$ cat config.mk
export PLATFORM = sky130hd
export DESIGN_NAME = updown_counter_mod
export DESIGN_NICKNAME = d
export VERILOG_FILES = /design/src/rtl/counter_pkg.sv /design/src/rtl/updown_next_value.sv /design/src/rtl/updown_counter_mod.sv
export SDC_FILE = /design/constraint.sdc
export NUM_CORES = 1
export LEC_CHECK = 0
export ABC_AREA = 1
export CAP_MARGIN = 30
export CORE_MARGIN = 2
export CORE_UTILIZATION = 30
export CTS_CLUSTER_SIZE = 20
export DETAILED_ROUTE_END_ITERATION = 12
export SKIP_LAST_GASP = 1
export SLEW_MARGIN = 20
export SYNTH_ARGS = -nofsm -noshare
export SYNTH_HDL_FRONTEND = slang
export SYNTH_SLANG_ARGS = --single-unit
$ cat constraint.sdc
create_clock -name clock_div -period 1.95 [get_ports clock_div]
set_input_delay 0.2925 -clock clock_div [delete_from_list [all_inputs] [get_ports clock_div]]
set_output_delay 0.2925 -clock clock_div [all_outputs]
set_load 0.05 [all_outputs]
$ cat src/rtl/counter_pkg.sv
// counter_pkg: shared mode/direction encodings and default width for the up/down counter
package counter_pkg;
    localparam int  COUNTER_WIDTH = 4;
    localparam logic MODE_WRAP    = 1'b0;
    localparam logic MODE_SAT     = 1'b1;
    localparam logic DIR_DOWN     = 1'b0;
    localparam logic DIR_UP       = 1'b1;
endpackage

$ cat src/rtl/updown_next_value.sv
// updown_next_value: combinational step of the counter against a programmable bound
//   count      in  current count
//   up_down    in  1 = up, 0 = down
//   sat_mode   in  0 = wrap, 1 = saturate
//   max_value  in  upper bound of the legal range 0..max_value
//   next_count out value after one enabled step
//   bound      out step hit a bound (drives tc and ovf)
module updown_next_value
    import counter_pkg::*;
#(
    parameter int WIDTH = COUNTER_WIDTH
) (
    input  logic [WIDTH-1:0] count,
    input  logic             up_down,
    input  logic             sat_mode,
    input  logic [WIDTH-1:0] max_value,
    output logic [WIDTH-1:0] next_count,
    output logic             bound
);
    logic [WIDTH-1:0] up_val, dn_val;
    logic             up_hit, dn_hit, over;
    // >= also catches a count left above a bound that was lowered at run time
    assign up_hit = count >= max_value;
    assign over   = count > max_value;
    // an out-of-range count steps down straight into range without a bound event
    assign dn_hit = !over && count == '0;
    assign up_val = up_hit ? (sat_mode == MODE_SAT ? max_value : '0) : count + 1'b1;
    assign dn_val = over ? max_value : dn_hit ? (sat_mode == MODE_SAT ? '0 : max_value) : count - 1'b1;
    assign next_count = up_down == DIR_UP ? up_val : dn_val;
    assign bound      = up_down == DIR_UP ? up_hit : dn_hit;
endmodule

$ cat src/rtl/updown_counter_mod.sv
// updown_counter_mod: up/down counter with modulus, load, wrap/saturate, tc pulse and sticky ovf
//   clock_div  in  counting clock
//   reset      in  asynchronous active-low reset
//   enable     in  count enable
//   up_down    in  1 = up, 0 = down
//   sat_mode   in  0 = wrap, 1 = saturate
//   load       in  synchronous parallel load (overrides enable)
//   load_value in  value to load, clamped to max_value
//   max_value  in  upper bound
//   clr_ovf    in  clears ovf (a simultaneous bound event wins)
//   count      out current count
//   tc         out registered terminal-count pulse
//   ovf        out sticky overflow/underflow flag
module updown_counter_mod
    import counter_pkg::*;
#(
    parameter int WIDTH = COUNTER_WIDTH
) (
    input  logic             clock_div,
    input  logic             reset,
    input  logic             enable,
    input  logic             up_down,
    input  logic             sat_mode,
    input  logic             load,
    input  logic [WIDTH-1:0] load_value,
    input  logic [WIDTH-1:0] max_value,
    input  logic             clr_ovf,
    output logic [WIDTH-1:0] count,
    output logic             tc,
    output logic             ovf
);
    logic [WIDTH-1:0] count_q, count_d, step_val;
    logic             tc_q, tc_d, ovf_q, ovf_d, bound, step;

    updown_next_value #(.WIDTH(WIDTH)) u_next (
        .count      (count_q),
        .up_down    (up_down),
        .sat_mode   (sat_mode),
        .max_value  (max_value),
        .next_count (step_val),
        .bound      (bound)
    );

    assign step = enable && !load;

    always_comb begin
        count_d = load ? (load_value > max_value ? max_value : load_value) : step ? step_val : count_q;
        tc_d    = step && bound;
        ovf_d   = (step && bound) || (ovf_q && !clr_ovf);
    end

    always_ff @(posedge clock_div or negedge reset) begin
        if (!reset) begin
            count_q <= '0;
            tc_q    <= 1'b0;
            ovf_q   <= 1'b0;
        end else begin
            count_q <= count_d;
            tc_q    <= tc_d;
            ovf_q   <= ovf_d;
        end
    end

    assign count = count_q;
    assign tc    = tc_q;
    assign ovf   = ovf_q;
endmodule
==> flow_metrics.py <==
metrics = {
    "detailed_routing": {
        "first_iter_violations": 24,
        "detail_route.drc_violations": 0,
        "drt-pass1-iter-count": 4,
        "drt_wl_total_um": 2080,
        "vias_per_cell": 4.79,
        "route.vias.total": 910,
        "wire_per_inst_um": 11.0,
        "antenna_left": 0,
    },
    "critical_path": {
        "r2r_start": "count[1]$_DFFE_PN0P_",
        "crit_required_ps": 2080,
        "critPathMaxFanout": 6,
        "crit_arrival_ps": 1980,
        "cp-startpoint": "max_value[2]",
        "worstSetupStartpointType": "input port",
        "cp-end-kind": "flip-flop",
        "path_class": "input port to flip-flop",
    },
    "synthesis": {
        "synth_nets": 154,
        "synth-compound-area-share_pct": 7.68,
        "syn_area_um2": 815,
        "ys_ff_latch": 6,
        "yosysSeqAreaShare_pct": 18.4,
        "synthSimpleGateAreaFrac_pct": 43.5,
        "synth_xor_area_share_pct": 4.30,
        "netlist_instances": 128,
        "syn_area_per_cell_um2": 6.36,
        "synth_mux_area_share_pct": 0,
        "yosysWarnings": 0,
        "yosys.area_share.adder_pct": 16.9,
        "synth_top_family_by_area": "simple AND/OR/NAND/NOR gates",
        "ys_types": 22,
    },
    "floorplan": {
        "core_mm2": 0.00252,
        "ios": 21,
        "die-area_mm2": 0.00315,
        "die_h_um": 56.1,
        "num_rows": 18,
        "start_util_pct": 32.3,
        "die_width_um": 56.1,
    },
    "timing": {
        "slew_viol_final": 0,
        "hold_violations": 0,
        "period_share_pct": 95.0,
        "tightest_slew_ps": 498,
        "setup_viol": 0,
        "timing.final.crit_period_ps": 1850,
        "max-slew-margin-rel_pct": 66.7,
        "finalClockSkew_ps": 2.60,
        "rsz0062_at_grt": "true",
        "max_freq_mhz": 540,
    },
    "global_routing": {
        "grt_overflow": 0,
        "grt_max_degree": 8,
        "grt_pass1_wl_um": 3350,
        "grt_usage_pct": 13.2,
        "grt_pass1_vias": 793,
        "antenna_found_initial": 0,
    },
    "power_and_ir_drop": {
        "total_power_uw": 859,
        "ir_drop_uv": 482,
        "combPwrFrac_pct": 67.8,
        "power.switching_uw": 410,
        "p_int_uw": 448,
        "power.density_mw_per_mm2": 732,
        "power_leakage_nw": 0.601,
        "pwr-share-seq_pct": 19.6,
        "clkPwrFrac_pct": 12.6,
        "swShare_pct": 47.8,
    },
    "clock_network": {
        "cts_tree": "done",
        "htreeDepth": 1,
        "clk_pin_slew_ps": 40,
        "cts_buffer_depth": 2,
        "cts-root-buf": "clkbuf_4",
        "insertion_delay_ps": 240,
        "cts.sinks": 6,
        "cts_made_buffers": 3,
    },
    "finish": {
        "final_cell_area_mm2": 0.00117,
        "finalNetCount": 188,
        "nFillCells": 272,
        "num_antenna_cells": 0,
        "drive_above_1_share_pct": 16.9,
        "area_growth_syn_to_layout_pct": 43.9,
        "final_cells": 190,
    },
    "flow_run": {
        "cap_violations": 0,
    },
    "placement": {
        "post-dp-hpwl_um": 1790,
        "dpl_cell_area_mm2": 0.00111,
        "place_congestion": 0.853,
        "numPortBuffers": 20,
        "dp_cells": 186,
    },
    "status": {
        "status": "finished, final reports clean",
    },
    "hold_path": {
        "hp-class": "input port to asynchronous set/reset pin",
    },
}
[cells in the mapped netlist]
cell type  count  area, µm²
nand2_1       33        124
nor2_1        19       71.3
inv_1         18       67.6
nand3_1       12       60.1
ha_1          11        138
dfrtp_1        6        150
o21ai_0        5       25.0
a21oi_1        3       15.0
nand4_1        3       18.8
xor2_1         3       26.3
nand2_2        2       12.5
nand2_4        2       22.5
nand3_2        2       20.0
a21oi_2        1       8.76
clkinv_1       1       3.75
inv_2          1       3.75
nand4_2        1       12.5
nor2_2         1       6.26
o211ai_1       1       7.51
o22ai_1        1       6.26
or2_2          1       6.26
xnor2_1        1       8.76
[critical path, stage by stage]
cell	delay, ps
clkdlybuf4s50_1	480
inv_1	80
ha_1	320
nand2_1	70
clkinv_1	60
nand2_2	110
nand2_2	70
nand2_4	100
nand2_4	60
nand2_1	60
nand2_1	40
nand2_1	50
nand2_1	60
nand2_1	70
nand2_1	50
[path summary, 6_finish.rpt]
| kind | end | slack (ps) | cells past startpoint |
|---|---|---|---|
| hold / removal | tc$_DFF_PN0_ | 290 | 1 |
| max in group asynchronous | count[0]$_DFFE_PN0P_ | 1450 | 1 |
| setup / recovery | count[0]$_DFFE_PN0P_ | 100 | 15 |
| hold reg to reg | ovf$_DFF_PN0_ | 540 | 2 |
| setup reg to reg | count[0]$_DFFE_PN0P_ | 270 | 13 |
| min in group clock_div | ovf$_DFF_PN0_ | 540 | 2 |
[layer usage]
| metal | routed length [µm] | GRT usage [%] |
|---|---|---|
| met5 | 0 | 0 |
| met4 | 0 | 1.02 |
| met3 | 133 | 3.72 |
| met2 | 1020 | 23.5 |
| met1 | 926 | 16.3 |
[cell families after synthesis]
family,Yosys count
AO/OA/AOI/OAI,11
XOR/XNOR,4
adder cells (fa/ha/maj),11
buffers and inverters,20
flip-flops,6
AND/OR/NAND/NOR,76
[final cells by class]
| class | count | area (µm²) | share of cell area, % |
|---|---|---|---|
| Multi-Input combinational cell | 102 | 622 | 53.0 |
| Timing Repair Buffer | 29 | 265 | 22.6 |
| Sequential cell | 6 | 150 | 12.8 |
| Inverter | 20 | 75.1 | 6.40 |
| Tap cell | 30 | 37.5 | 3.20 |
| Clock buffer | 3 | 22.5 | 1.92 |
[timing repair]
item,in CTS,in global routing
gates resized for setup,0,6
hold buffers,0,0
buffers inserted,0,1
setup endpoints to repair,0,4
[cell usage in the layout (no fill, tap or decap), types with 2 or more instances in the layout]
cell type,instances
inv_2,2
o21ai_0,4
clkbuf_4,3
ha_1,9
nand2_4,2
nand2_2,2
a21oi_1,3
buf_4,10
ha_4,2
nand4_1,3
nand3_1,12
inv_1,17
nand3_2,2
nor2_1,19
nand2_1,33
xor2_1,3
dfrtp_1,6
clkdlybuf4s50_1,19
[per-stage QoR]
| stage | hold slack (ps) | worst slack (ps) | utilization [%] | setup TNS [ps] |
|---|---|---|---|---|
| finish | 293 | 98.1 | 46.5 | 0 |
| global route | 289 | -2.57 | 46.5 | -2.57 |
| CTS | 291 | 52.9 | 44.9 | 0 |
| detailed placement | 533 | -200 | 44.0 | -891 |
| global placement | 532 | -200 | 44.0 | -735 |
| floorplan | -3.09 | 35.3 | - | 0 |
[state kept, by name, indices dropped and copies added (netlist names)]
name	count
tc	1
count	4
ovf	1
[power by group through the flow]
stage	sequential (mW)	clock, mW	combinational (mW)
2_1_floorplan	0.243	0	0.305
3_3_place_gp	0.168	0	0.558
3_5_place_dp	0.168	0	0.556
4_1_cts	0.167	0.115	0.558
5_1_grt	0.171	0.128	0.640
6_report	0.168	0.108	0.582
Power figures use the tool's default switching activity.
